<file path="config.mk">
export PLATFORM = sky130hd
export DESIGN_NAME = dca_lsu_outstanding_tracker
export DESIGN_NICKNAME = d
export VERILOG_FILES = /design/src/rtl/dca_lsu_outstanding_tracker_pkg.sv /design/src/rtl/dca_tag_fifo.sv /design/src/rtl/dca_lsu_outstanding_tracker.sv
export SDC_FILE = /design/constraint.sdc
export NUM_CORES = 1
export LEC_CHECK = 0
export BUFFER_PORTS_ARGS = -buffer_cell sky130_fd_sc_hd__buf_4
export CORE_MARGIN = 3
export CORE_UTILIZATION = 40
export DETAILED_ROUTE_END_ITERATION = 8
export GPL_ROUTABILITY_DRIVEN = 0
export PLACE_DENSITY = 0.78
export SLEW_MARGIN = 20
export SYNTH_ARGS = -nofsm -noshare
export SYNTH_HDL_FRONTEND = slang
export SYNTH_SLANG_ARGS = --single-unit
</file>
<file path="constraint.sdc">
create_clock -name clk -period 3.22 [get_ports clk]
set_clock_uncertainty 0.2 [all_clocks]
set_input_delay 0.483 -clock clk [delete_from_list [all_inputs] [get_ports clk]]
set_output_delay 0.483 -clock clk [all_outputs]
set_load 0.005 [all_outputs]
</file>
<file path="src/rtl/dca_lsu_outstanding_tracker_pkg.sv">
// Shared definitions for the DCA LSU outstanding-request tracker:
// the clog2 helper used to derive counter and pointer widths, plus bus defaults.
package dca_lsu_outstanding_tracker_pkg;

    localparam int DCA_DEPTH_DEFAULT     = 4;
    localparam int DCA_BW_TAG_DEFAULT    = 1;
    localparam int DCA_BW_RDATA_DEFAULT  = 32;
    localparam int DCA_BW_BURDEN_DEFAULT = 1;

    // Elaboration-time ceil(log2(value)); 0 and 1 both need 0 bits.
    function automatic int dcaClog2(input int value);
        int result;
        result = 0;
        while ((1 << result) < value) begin
            result = result + 1;
        end
        return result;
    endfunction

endpackage

</file>
<file path="src/rtl/dca_tag_fifo.sv">
// DEPTH x BW_TAG register FIFO holding the tag of every outstanding request.
// Callers never push when full or pop when empty; clear empties it in one cycle.
module dca_tag_fifo
    import dca_lsu_outstanding_tracker_pkg::*;
#(
    parameter int  DEPTH    = DCA_DEPTH_DEFAULT,
    parameter int  BW_TAG   = DCA_BW_TAG_DEFAULT,
    localparam int BW_COUNT = dcaClog2(DEPTH + 1),
    localparam int BW_PTR   = dcaClog2(DEPTH)
) (
    input  logic                clk,
    input  logic                rst,
    input  logic                clear_i,
    input  logic                push_i,
    input  logic                pop_i,
    input  logic [BW_TAG-1:0]   push_data_i,
    output logic [BW_TAG-1:0]   head_o,
    output logic [BW_COUNT-1:0] count_o
);

    logic [BW_TAG-1:0]   mem_q [DEPTH];
    logic [BW_PTR-1:0]   wr_ptr_q, wr_ptr_d;
    logic [BW_PTR-1:0]   rd_ptr_q, rd_ptr_d;
    logic [BW_COUNT-1:0] count_q, count_d;

    // DEPTH is a power of two, so pointer wrap is plain overflow.
    always_comb begin
        wr_ptr_d = wr_ptr_q;
        rd_ptr_d = rd_ptr_q;
        count_d  = count_q;
        if (clear_i) begin
            wr_ptr_d = '0;
            rd_ptr_d = '0;
            count_d  = '0;
        end else begin
            if (push_i) begin
                wr_ptr_d = wr_ptr_q + BW_PTR'(1);
            end
            if (pop_i) begin
                rd_ptr_d = rd_ptr_q + BW_PTR'(1);
            end
            case ({push_i, pop_i})
                2'b10:   count_d = count_q + BW_COUNT'(1);
                2'b01:   count_d = count_q - BW_COUNT'(1);
                default: count_d = count_q;
            endcase
        end
    end

    always_ff @(posedge clk or posedge rst) begin
        if (rst) begin
            wr_ptr_q <= '0;
            rd_ptr_q <= '0;
            count_q  <= '0;
        end else begin
            wr_ptr_q <= wr_ptr_d;
            rd_ptr_q <= rd_ptr_d;
            count_q  <= count_d;
        end
    end

    // Storage needs no reset: entries are only read while count says they are live.
    always_ff @(posedge clk) begin
        if (push_i && !clear_i) begin
            mem_q[wr_ptr_q] <= push_data_i;
        end
    end

    assign head_o  = mem_q[rd_ptr_q];
    assign count_o = count_q;

endmodule

</file>
<file path="src/rtl/dca_lsu_outstanding_tracker.sv">
// Outstanding-request tracker between the LSU and the LPI response channel.
// Define DCA_OUTSTANDING_CHECK_EN to add the sticky err_o response checker.
module dca_lsu_outstanding_tracker
    import dca_lsu_outstanding_tracker_pkg::*;
#(
    parameter int  DEPTH     = DCA_DEPTH_DEFAULT,
    parameter int  BW_TAG    = DCA_BW_TAG_DEFAULT,
    parameter int  BW_RDATA  = DCA_BW_RDATA_DEFAULT,
    parameter int  BW_BURDEN = DCA_BW_BURDEN_DEFAULT,
    localparam int BW_COUNT  = dcaClog2(DEPTH + 1)
) (
    input  logic                 clk,
    input  logic                 rst,
    input  logic                 clear_i,
    input  logic                 enable_i,
    input  logic                 stall_i,
    input  logic                 issue_valid_i,
    output logic                 issue_ready_o,
    input  logic [BW_TAG-1:0]    issue_tag_i,
    input  logic                 resp_valid_i,
    output logic                 resp_ready_o,
    input  logic [BW_RDATA-1:0]  resp_data_i,
    output logic                 resp_fire_o,
    output logic [BW_BURDEN-1:0] resp_fire_burden_o,
    output logic [BW_TAG-1:0]    resp_tag_o,
    output logic                 pending_o,
    output logic                 full_o,
    output logic [BW_COUNT-1:0]  count_o
`ifdef DCA_OUTSTANDING_CHECK_EN
    ,
    output logic                 err_o
`endif
);

    logic                 issue_fire;
    logic                 resp_fire;
    logic [BW_BURDEN-1:0] burden;
    logic [BW_TAG-1:0]    head_tag;
    logic [BW_COUNT-1:0]  count;
    logic                 pending;
    logic                 full;
    logic                 unused_resp_data;

    // Ready gating keeps the FIFO from overflowing or underflowing, so it needs no guards.
    dca_tag_fifo #(
        .DEPTH  (DEPTH),
        .BW_TAG (BW_TAG)
    ) u_tag_fifo (
        .clk         (clk),
        .rst         (rst),
        .clear_i     (clear_i),
        .push_i      (issue_fire),
        .pop_i       (resp_fire),
        .push_data_i (issue_tag_i),
        .head_o      (head_tag),
        .count_o     (count)
    );

    assign pending = (count != '0);
    assign full    = (count == BW_COUNT'(DEPTH));

    assign issue_ready_o = enable_i & ~clear_i & ~full;
    assign resp_ready_o  = enable_i & ~clear_i & ~stall_i & pending;
    assign issue_fire    = issue_valid_i & issue_ready_o;
    assign resp_fire     = resp_valid_i & resp_ready_o;

    assign burden             = resp_data_i[BW_RDATA-1 -: BW_BURDEN];
    assign resp_fire_o        = resp_fire;
    assign resp_fire_burden_o = resp_fire ? burden : '0;
    assign resp_tag_o         = head_tag;
    assign pending_o          = pending;
    assign full_o             = full;
    assign count_o            = count;

    // Only the burden MSBs of the response payload matter to the tracker.
    assign unused_resp_data = ^resp_data_i;

`ifdef DCA_OUTSTANDING_CHECK_EN
    logic err_q, err_d;
    logic unexpected_resp;
    logic tag_mismatch;

    assign unexpected_resp = resp_valid_i & enable_i & ~stall_i & ~pending;
    assign tag_mismatch    = resp_fire & (burden != head_tag[BW_BURDEN-1:0]);

    always_comb begin
        err_d = err_q;
        if (clear_i) begin
            err_d = 1'b0;
        end else if (unexpected_resp || tag_mismatch) begin
            err_d = 1'b1;
        end
    end

    always_ff @(posedge clk or posedge rst) begin
        if (rst) begin
            err_q <= 1'b0;
        end else begin
            err_q <= err_d;
        end
    end

    assign err_o = err_q;
`endif

endmodule
</file>
==> flow_metrics.env, run 1 <==
export IMPL_status="complete, no violations"
export IMPL_finalSetupTns_ps=0
export IMPL_dpl_hpwl_mm=1.03
export IMPL_grt_total_usage=0.135
export IMPL_wirelength_mm=1.32
export IMPL_ys_warn_count=0
export IMPL_synth_seq_cells=11
export IMPL_hold_violations=0
export IMPL_fp_row_count=14
export IMPL_finalMaxSlewViolations=0
export IMPL_drive_gt1_frac=0.407
export IMPL_fin_nets=127
export IMPL_ctsHoldBuffers=1
export IMPL_cp_arrival_ps=2570
export IMPL_synth_yosys_seq_area_share=0.402
export IMPL_synth_area_per_cell_um2=12.0
export IMPL_start_kind="flop"
export IMPL_holdWs_ps=215
export IMPL_post_cts_resized=0
export IMPL_fmax_mhz=382
export IMPL_first_pass_iters=2
export IMPL_cp_required_ps=3170
export IMPL_design_core_area_mm2=0.00161
export IMPL_drtAntennaViolNets=0
export IMPL_dr_first_iter_drc_count=2
export IMPL_postCtsSetupRepairBufs=0
export IMPL_place_inst=100
export IMPL_grt_max_degree=12
export IMPL_cts_tree="yes"
export IMPL_crit_fanout=8
export IMPL_antenna_found_initial=0
export IMPL_rsz0062_at_grt="no"
export IMPL_cts_buffer_depth=2
export IMPL_synth_fa_ha_area_frac=0.0954
export IMPL_die_h_um=48.9
export IMPL_synth_top_family_by_area="simple AND/OR/NAND/NOR gates"
export IMPL_synthCells=61
export IMPL_ys_flop_type="dfrtp_1"
export IMPL_min_path_type="primary input to flop"
export IMPL_wl_per_cell_um=12.6
export IMPL_synth_async_reset_ratio=0.636
export IMPL_fp_dieW_um=48.9
export IMPL_syn_to_final_growth_pct=24.2
export IMPL_slowest_stage="dfrtp_1"
export IMPL_synth_compound_area_share=0.0341
export IMPL_cts_inserted_buffers=3
export IMPL_vias_per_cell=4.77
export IMPL_cp_slowest_stage_delay_ps=440
export IMPL_die_area_mm2=0.00239
export IMPL_p_per_area_mw_per_mm2=342
export IMPL_vias=501
export IMPL_yosysUniqueCellTypes=32
export IMPL_clk_latency_ps=270
export IMPL_vdd_drop_max_uv=147
export IMPL_synth_xor_area_frac=0.0733
export IMPL_post_route_period_util=0.813
export IMPL_fin_cells=105
export IMPL_cap_violations=0
export IMPL_numPortBuffers=18
export IMPL_endpoint_kind="flop"
export IMPL_cts_sinks=11
export IMPL_drc=0
export IMPL_muxShareOfSynthArea=0.0784
export IMPL_h_tree_depth=1
export IMPL_p_leak_nw=0.445
export IMPL_synth_simple_area_share=0.264
export IMPL_cts_root_buf="clkbuf_4"
export IMPL_syn_nets=106
export IMPL_grt_pass1_vias=529
export IMPL_finalCoreUtilization=0.566
export IMPL_clk_pin_slew_worst_paths_ps=70
export IMPL_start_util=0.456
export IMPL_worstMarginPinSlew_ps=359
export IMPL_path_cells="or3_4 -> and2_1 -> and2b_1 -> fa_1 -> nand3_1 -> o311ai_2 -> a211o_1"
export IMPL_antennaDiodeCount=0
export IMPL_grt_overflow=0
export IMPL_finalSetupViolations=0
export IMPL_ios=50
export IMPL_slew_limit_headroom=0.761
export IMPL_synth_edf_count=4
export IMPL_period_minus_slack_ps=2620
export IMPL_mappedNetlistArea_um2=734
export IMPL_fillers=142
export IMPL_grt_pass1_wl_mm=2.43
export IMPL_path_class="flop to flop"
## layer usage
metal  track usage  up-vias  part of all wire
met5             0        -                 0
li1              -      250                 -
met4        0.0995        0             0.030
met1         0.158      234              0.44
met3        0.0367        4             0.050
met2         0.210       13              0.48
## worst paths after layout
kind                                   startpoint                     end  slack (ps)  depth (start not counted)
max                         u_tag_fifo.count_o[2]   u_tag_fifo.count_o[2]         600                          7
min                                   issue_tag_i     u_tag_fifo.mem_q[0]         220                          1
max reg2reg                 u_tag_fifo.count_o[2]   u_tag_fifo.count_o[2]         600                          7
min reg2reg                u_tag_fifo.rd_ptr_q[1]  u_tag_fifo.rd_ptr_q[1]         360                          2
max in group asynchronous                     rst  u_tag_fifo.wr_ptr_q[1]        2090                          3
min in group asynchronous                     rst   u_tag_fifo.count_o[1]         510                          3
## worst max-delay path: cells and delay by family (launching register included)
family          cells  cell delay [ps]
simple gates        4             1050
fa+ha+maj           1              420
flops               1              440
compound gates      2              380
## through the flow
| stage | area [um2] | setup WS (ps) | total power [mW] |
|---|---|---|---|
| floorplan | 734 | 665 | 0.194 |
| global placement | 876 | 560 | 0.218 |
| detailed placement | 876 | 542 | 0.221 |
| CTS | 912 | 578 | 0.315 |
| global route | 912 | 459 | 0.330 |
| finish | 912 | 602 | 0.312 |
## power breakdown
part	total (mW)	leakage (nW)	internal (mW)	switching, mW
clock network	0.0943	0.0150	0.0479	0.0464
registers	0.158	0.132	0.150	0.00766
logic	0.0601	0.297	0.0360	0.0240
total	0.312	0.445	0.234	0.0781
## Yosys cell counts (2+ instances only)
cell type / n / area, um2
and3_2: 4 / 30.0
dfrtp_1: 7 / 175
edfxtp_1: 4 / 120
ha_1: 4 / 50.1
inv_1: 4 / 15.0
mux2i_1: 2 / 20.0
nand2b_1: 2 / 12.5
nand3_1: 3 / 15.0
nor2_1: 6 / 22.5
nor3b_1: 2 / 15.0
xnor2_1: 2 / 17.5
## layout by cell type, fill, tap and decap left out, types with 2 or more instances in the layout
master and instances:
inv_1 4, and3_2 4, xnor2_1 2, nand2b_1 2, dfrtp_1 7, clkbuf_4 3, mux2i_1 2, nor2_1 6
ha_1 4, buf_4 18, nor3b_1 2, nand3_1 3, edfxtp_1 4
## flip-flops by register name (all words and copies together) (netlist names)
name	count
u_tag_fifo.wr_ptr_q	2
u_tag_fifo.count_o	3
u_tag_fifo.rd_ptr_q	2
u_tag_fifo.mem_q	4
## cell type report
| class | instances | area (um2) | share of cell area |
|---|---|---|---|
| repair buffers | 19 | 145 | 0.159 |
| inverters | 4 | 15.0 | 0.0165 |
| clock buffers | 4 | 26.3 | 0.0288 |
| well taps | 24 | 30.0 | 0.0329 |
| flip-flops and latches | 11 | 295 | 0.324 |
| multi-input cells | 43 | 400 | 0.439 |
## kinds of logic after synthesis
family / Yosys count
flops: 11
xor+xnor: 4
compound gates: 2
buf+inv: 7
fa+ha+maj: 5
simple gates: 28
mux: 4
No activity file was read; power rests on OpenSTA's default activity.
==> inputs of run 2 (changes only) <==
- CORE_UTILIZATION: 40 -> 36
- PLACE_DENSITY: 0.78 -> 0.74
- clock period: 3.22 -> 2.3 ns (I/O delays scaled with it)
==> flow_metrics.env, run 2 (synthesis results as in run 1) <==
export IMPL_status="complete, no violations"
export IMPL_syn_to_final_growth_pct=38.0
export IMPL_fin_cells=117
export IMPL_p_leak_nw=0.505
export IMPL_ios=50
export IMPL_fp_row_count=15
export IMPL_path_class="flop to flop"
export IMPL_cts_inserted_buffers=3
export IMPL_cts_tree="yes"
export IMPL_p_total_uw=465
export IMPL_drive_gt1_frac=0.543
export IMPL_fin_nets=138
export IMPL_finalCoreUtilization=0.557
export IMPL_path_cells="or3_4 -> and2_4 -> and2b_1 -> fa_2 -> nand3_2 -> o311ai_2 -> a211o_1"
export IMPL_vias=549
export IMPL_p_seq_frac=0.469
export IMPL_regMostFlops="u_tag_fifo.mem_q"
export IMPL_cp_required_ps=2260
export IMPL_final_area_mm2=0.00101
export IMPL_layout_cells_most_common="buf_4"
export IMPL_cellInternalPower_uw=341
export IMPL_cts_sinks=11
export IMPL_grt_pass1_wl_mm=2.50
export IMPL_switching_share=0.268
export IMPL_clk_latency_ps=270
export IMPL_antennaDiodeCount=0
export IMPL_cp_slowest_stage_delay_ps=420
export IMPL_first_pass_iters=4
export IMPL_pre_cts_slack_ps=-17.1
export IMPL_drtAntennaViolNets=0
export IMPL_cp_arrival_ps=2250
export IMPL_crit_fanout=4
export IMPL_pwr_share_comb=0.231
export IMPL_place_inst=112
export IMPL_fmax_mhz=437
export IMPL_cap_violations=0
export IMPL_grt_max_degree=8
export IMPL_finalSetupViolations=0
export IMPL_die_area_mm2=0.00262
export IMPL_cts_root_buf="clkbuf_4"
export IMPL_antenna_found_initial=0
export IMPL_drc=0
export IMPL_endpoint_kind="flop"
export IMPL_hold_violations=0
export IMPL_dpl_hpwl_mm=1.16
export IMPL_start_util=0.403
export IMPL_clkPwrFrac=0.300
export IMPL_min_path_type="primary input to flop"
export IMPL_p_per_area_mw_per_mm2=459
export IMPL_rsz0062_at_grt="yes"
export IMPL_finalMaxSlewViolations=0
export IMPL_design_core_area_mm2=0.00182
export IMPL_cts_buffer_depth=2
export IMPL_grt_total_usage=0.134
export IMPL_worstMarginPinSlew_ps=291
export IMPL_wirelength_mm=1.44
export IMPL_numPortBuffers=18
export IMPL_grt_pass1_vias=563
export IMPL_h_tree_depth=1
export IMPL_clk_pin_slew_worst_paths_ps=90
export IMPL_slew_limit_headroom=0.806
export IMPL_largest_reg_flops=4
export IMPL_post_route_period_util=0.996
export IMPL_fp_dieW_um=51.2
export IMPL_holdWs_ps=64.7
export IMPL_place_area_um2=971
export IMPL_start_kind="flop"
export IMPL_setup_ws_ps=10.3
export IMPL_layout_common_cells="29 x buf_4, 6 x nor2_1, 6 x dfrtp_1"
export IMPL_dr_first_iter_drc_count=7
export IMPL_die_h_um=51.2
export IMPL_period_minus_slack_ps=2290
export IMPL_vias_per_cell=4.69
export IMPL_p_sw_uw=125
export IMPL_wl_per_cell_um=12.3
export IMPL_slowest_stage="dfrtp_1"
export IMPL_grt_overflow=0
export IMPL_vdd_drop_max_uv=222
export IMPL_finalSetupTns_ps=0
run 2: layer usage:
metal,track usage,up-vias,wire length (um)
met1,0.160,260,672
met5,0,-,0
met2,0.210,14,667
met4,0.0807,0,22
met3,0.0408,2,82
li1,-,273,-
run 2: area by class of cell:
cell class / instances / area (um2)
clock buffers: 3 / 22.5
well taps: 25 / 31.3
inverters: 4 / 15.0
clock inverters: 1 / 5.00
multi-input cells: 43 / 415
flip-flops and latches: 11 / 297
repair buffers: 30 / 228
fillers: 154 / 807
run 2: final timing paths:
check / from / to / slack (ps) / cells past startpoint
worst max-delay path: u_tag_fifo.count_o[1] / u_tag_fifo.count_o[2] / 10 / 7
worst min-delay path: clear_i / u_tag_fifo.rd_ptr_q[0] / 60 / 2
worst max register to register: u_tag_fifo.count_o[1] / u_tag_fifo.count_o[2] / 10 / 7
worst min register to register: u_tag_fifo.rd_ptr_q[1] / u_tag_fifo.rd_ptr_q[1] / 360 / 2
max in group asynchronous: rst / u_tag_fifo.count_o[0] / 1300 / 3
min in group asynchronous: rst / u_tag_fifo.count_o[1] / 360 / 3
run 2: timing repair:
item / in CTS / in global routing
pin swaps: 1 / 0
hold buffers: 1 / 0
endpoints found under the setup margin: 1 / 1
endpoints found under the hold margin: 7 / 0
resized for setup: 1 / 0
buffers inserted: 0 / 0
run 2: worst max-delay path, delay by kind of cell (launching register included):
kind,cells,cell delay [ps]
AOI/OAI and AO/OA,2,360
and+or+nand+nor,4,820
adders and majority gates,1,380
DFF,1,420
run 2: power by group through the flow:
stage          clock (mW)  sequential [mW]  combinational (mW)
6_report            0.140            0.218               0.108
5_1_grt             0.153            0.219               0.118
4_1_cts             0.140            0.218               0.109
3_5_place_dp            0            0.222               0.107
3_3_place_gp            0            0.221               0.104
2_1_floorplan           0            0.224              0.0501
==> inputs of run 3 (changes only) <==
- CTS_BUF_LIST: default -> sky130_fd_sc_hd__clkbuf_16
==> flow_metrics.env, run 3 (synthesis results as in run 1) <==
export IMPL_r2r_setup_slack_ps=10
export IMPL_timing_rr_end="u_tag_fifo.count_o[2]"
export IMPL_path_cells="or3_4 -> and2_4 -> and2b_1 -> fa_2 -> nand3_2 -> o311ai_2 -> a211o_1"
export IMPL_drc=0
export IMPL_first_pass_iters=4
export IMPL_status="complete, no violations"
export IMPL_layout_cells_most_common="buf_4"
export IMPL_path_class="flop to flop"
export IMPL_rsz0062_at_grt="yes"
export IMPL_start_kind="flop"
export IMPL_slew_limit_headroom=0.808
export IMPL_p_sw_uw=147
export IMPL_fin_nets=139
export IMPL_cp_arrival_ps=2210
export IMPL_drive_gt1_frac=0.548
export IMPL_antenna_found_initial=0
export IMPL_worstMarginPinSlew_ps=287
export IMPL_grt_total_usage=0.140
export IMPL_crit_fanout=4
export IMPL_dpl_hpwl_mm=1.16
export IMPL_cap_violations=0
export IMPL_drtAntennaViolNets=0
export IMPL_p_total_uw=657
export IMPL_period_minus_slack_ps=2290
export IMPL_crit_start="u_tag_fifo.count_o[1]"
export IMPL_min_path_type="primary input to flop"
export IMPL_ios=50
export IMPL_fp_row_count=15
export IMPL_grt_pass1_wl_mm=2.62
export IMPL_p_per_area_mw_per_mm2=612
export IMPL_cts_sinks=11
export IMPL_slowest_stage="dfrtp_1"
export IMPL_r2r_start="u_tag_fifo.count_o[1]"
export IMPL_post_route_period_util=0.994
export IMPL_finalSetupTns_ps=0
export IMPL_finalCoreUtilization=0.590
export IMPL_h_tree_depth=1
export IMPL_grt_overflow=0
export IMPL_cts_buffer_depth=2
export IMPL_clk_latency_ps=240
export IMPL_vias=575
export IMPL_fp_dieW_um=51.2
export IMPL_vdd_drop_max_uv=325
export IMPL_regMostFlops="u_tag_fifo.mem_q"
export IMPL_syn_to_final_growth_pct=46.2
export IMPL_largest_reg_flops=4
export IMPL_design_core_area_mm2=0.00182
export IMPL_cts_root_buf="clkbuf_16"
export IMPL_layout_common_cells="30 x buf_4, 6 x nor2_1, 6 x dfrtp_1"
export IMPL_hold_violations=0
export IMPL_finalSetupViolations=0
export IMPL_clkPwrFrac=0.501
export IMPL_antennaDiodeCount=0
export IMPL_wirelength_mm=1.51
export IMPL_pwr_share_comb=0.165
export IMPL_pre_cts_slack_ps=-17.1
export IMPL_holdWs_ps=97.8
export IMPL_die_h_um=51.2
export IMPL_cellInternalPower_uw=509
export IMPL_switching_share=0.224
export IMPL_finalMaxSlewViolations=0
export IMPL_start_util=0.403
export IMPL_ff2ff_path_depth=7
export IMPL_grt_pass1_vias=595
export IMPL_cts_tree="yes"
export IMPL_setup_ws_ps=13.9
export IMPL_cp_endpoint="u_tag_fifo.count_o[2]"
export IMPL_clk_pin_slew_worst_paths_ps=50
export IMPL_cp_required_ps=2230
export IMPL_dr_first_iter_drc_count=4
export IMPL_p_leak_nw=0.533
export IMPL_cts_inserted_buffers=3
export IMPL_vias_per_cell=4.87
export IMPL_cp_slowest_stage_delay_ps=410
export IMPL_fmax_mhz=437
export IMPL_p_seq_frac=0.334
export IMPL_endpoint_kind="flop"
export IMPL_numPortBuffers=18
export IMPL_grt_max_degree=8
export IMPL_wl_per_cell_um=12.8
export IMPL_die_area_mm2=0.00262
[run 3: what timing repair did]
item	4_1_cts	5_1_grt
pin swaps	1	0
resized for setup	1	0
endpoints found under the hold margin	7	0
endpoints found under the setup margin	1	1
buffers inserted	1	0
hold buffers	1	0
[run 3: layout make-up]
| cell class | instances | area (um2) |
|---|---|---|
| clock buffer | 3 | 75.1 |
| clock inverter | 1 | 5.00 |
| fill | 142 | 747 |
| inverter | 4 | 15.0 |
| multi-input combinational | 43 | 415 |
| sequential | 11 | 297 |
| tap | 25 | 31.3 |
| timing repair buffer | 31 | 235 |
[run 3: through the flow]
stage / std cells / cell area [um2]
finish: 118 / 1070
global route: 118 / 1070
floorplan: 61 / 749
detailed placement: 112 / 971
CTS: 118 / 1070
global placement: 112 / 971
[run 3: how the worst min path moves through the flow]
stage	start	to	slack [ps]	depth (start not counted)
after floorplan	rst	u_tag_fifo.count_o[1]	-50	1
after global placement	rst	u_tag_fifo.count_o[1]	110	2
after detailed placement	rst	u_tag_fifo.count_o[1]	110	2
after CTS	clear_i	u_tag_fifo.rd_ptr_q[1]	100	2
after global routing	clear_i	u_tag_fifo.rd_ptr_q[0]	100	2
final	clear_i	u_tag_fifo.rd_ptr_q[1]	100	2
[run 3: power by group through the flow]
stage          combinational (mW)  clock (mW)  sequential [mW]
2_1_floorplan              0.0501           0            0.224
3_3_place_gp                0.104           0            0.221
3_5_place_dp                0.107           0            0.222
4_1_cts                     0.110       0.333            0.219
5_1_grt                     0.120       0.344            0.220
6_report                    0.109       0.329            0.219
[run 3: critical path: cells and delay by family (launching register included)]
kind / cells / cell delay [ps]
and+or+nand+nor: 4 / 820
DFF: 1 / 410
AOI/OAI and AO/OA: 2 / 360
adders and majority gates: 1 / 380
[run 3: per-layer routing]
layer | wire length (um) | track usage
met1 | 664 | 0.160
met3 | 106 | 0.0408
met5 | 0 | 0
met2 | 693 | 0.223
met4 | 41 | 0.0942
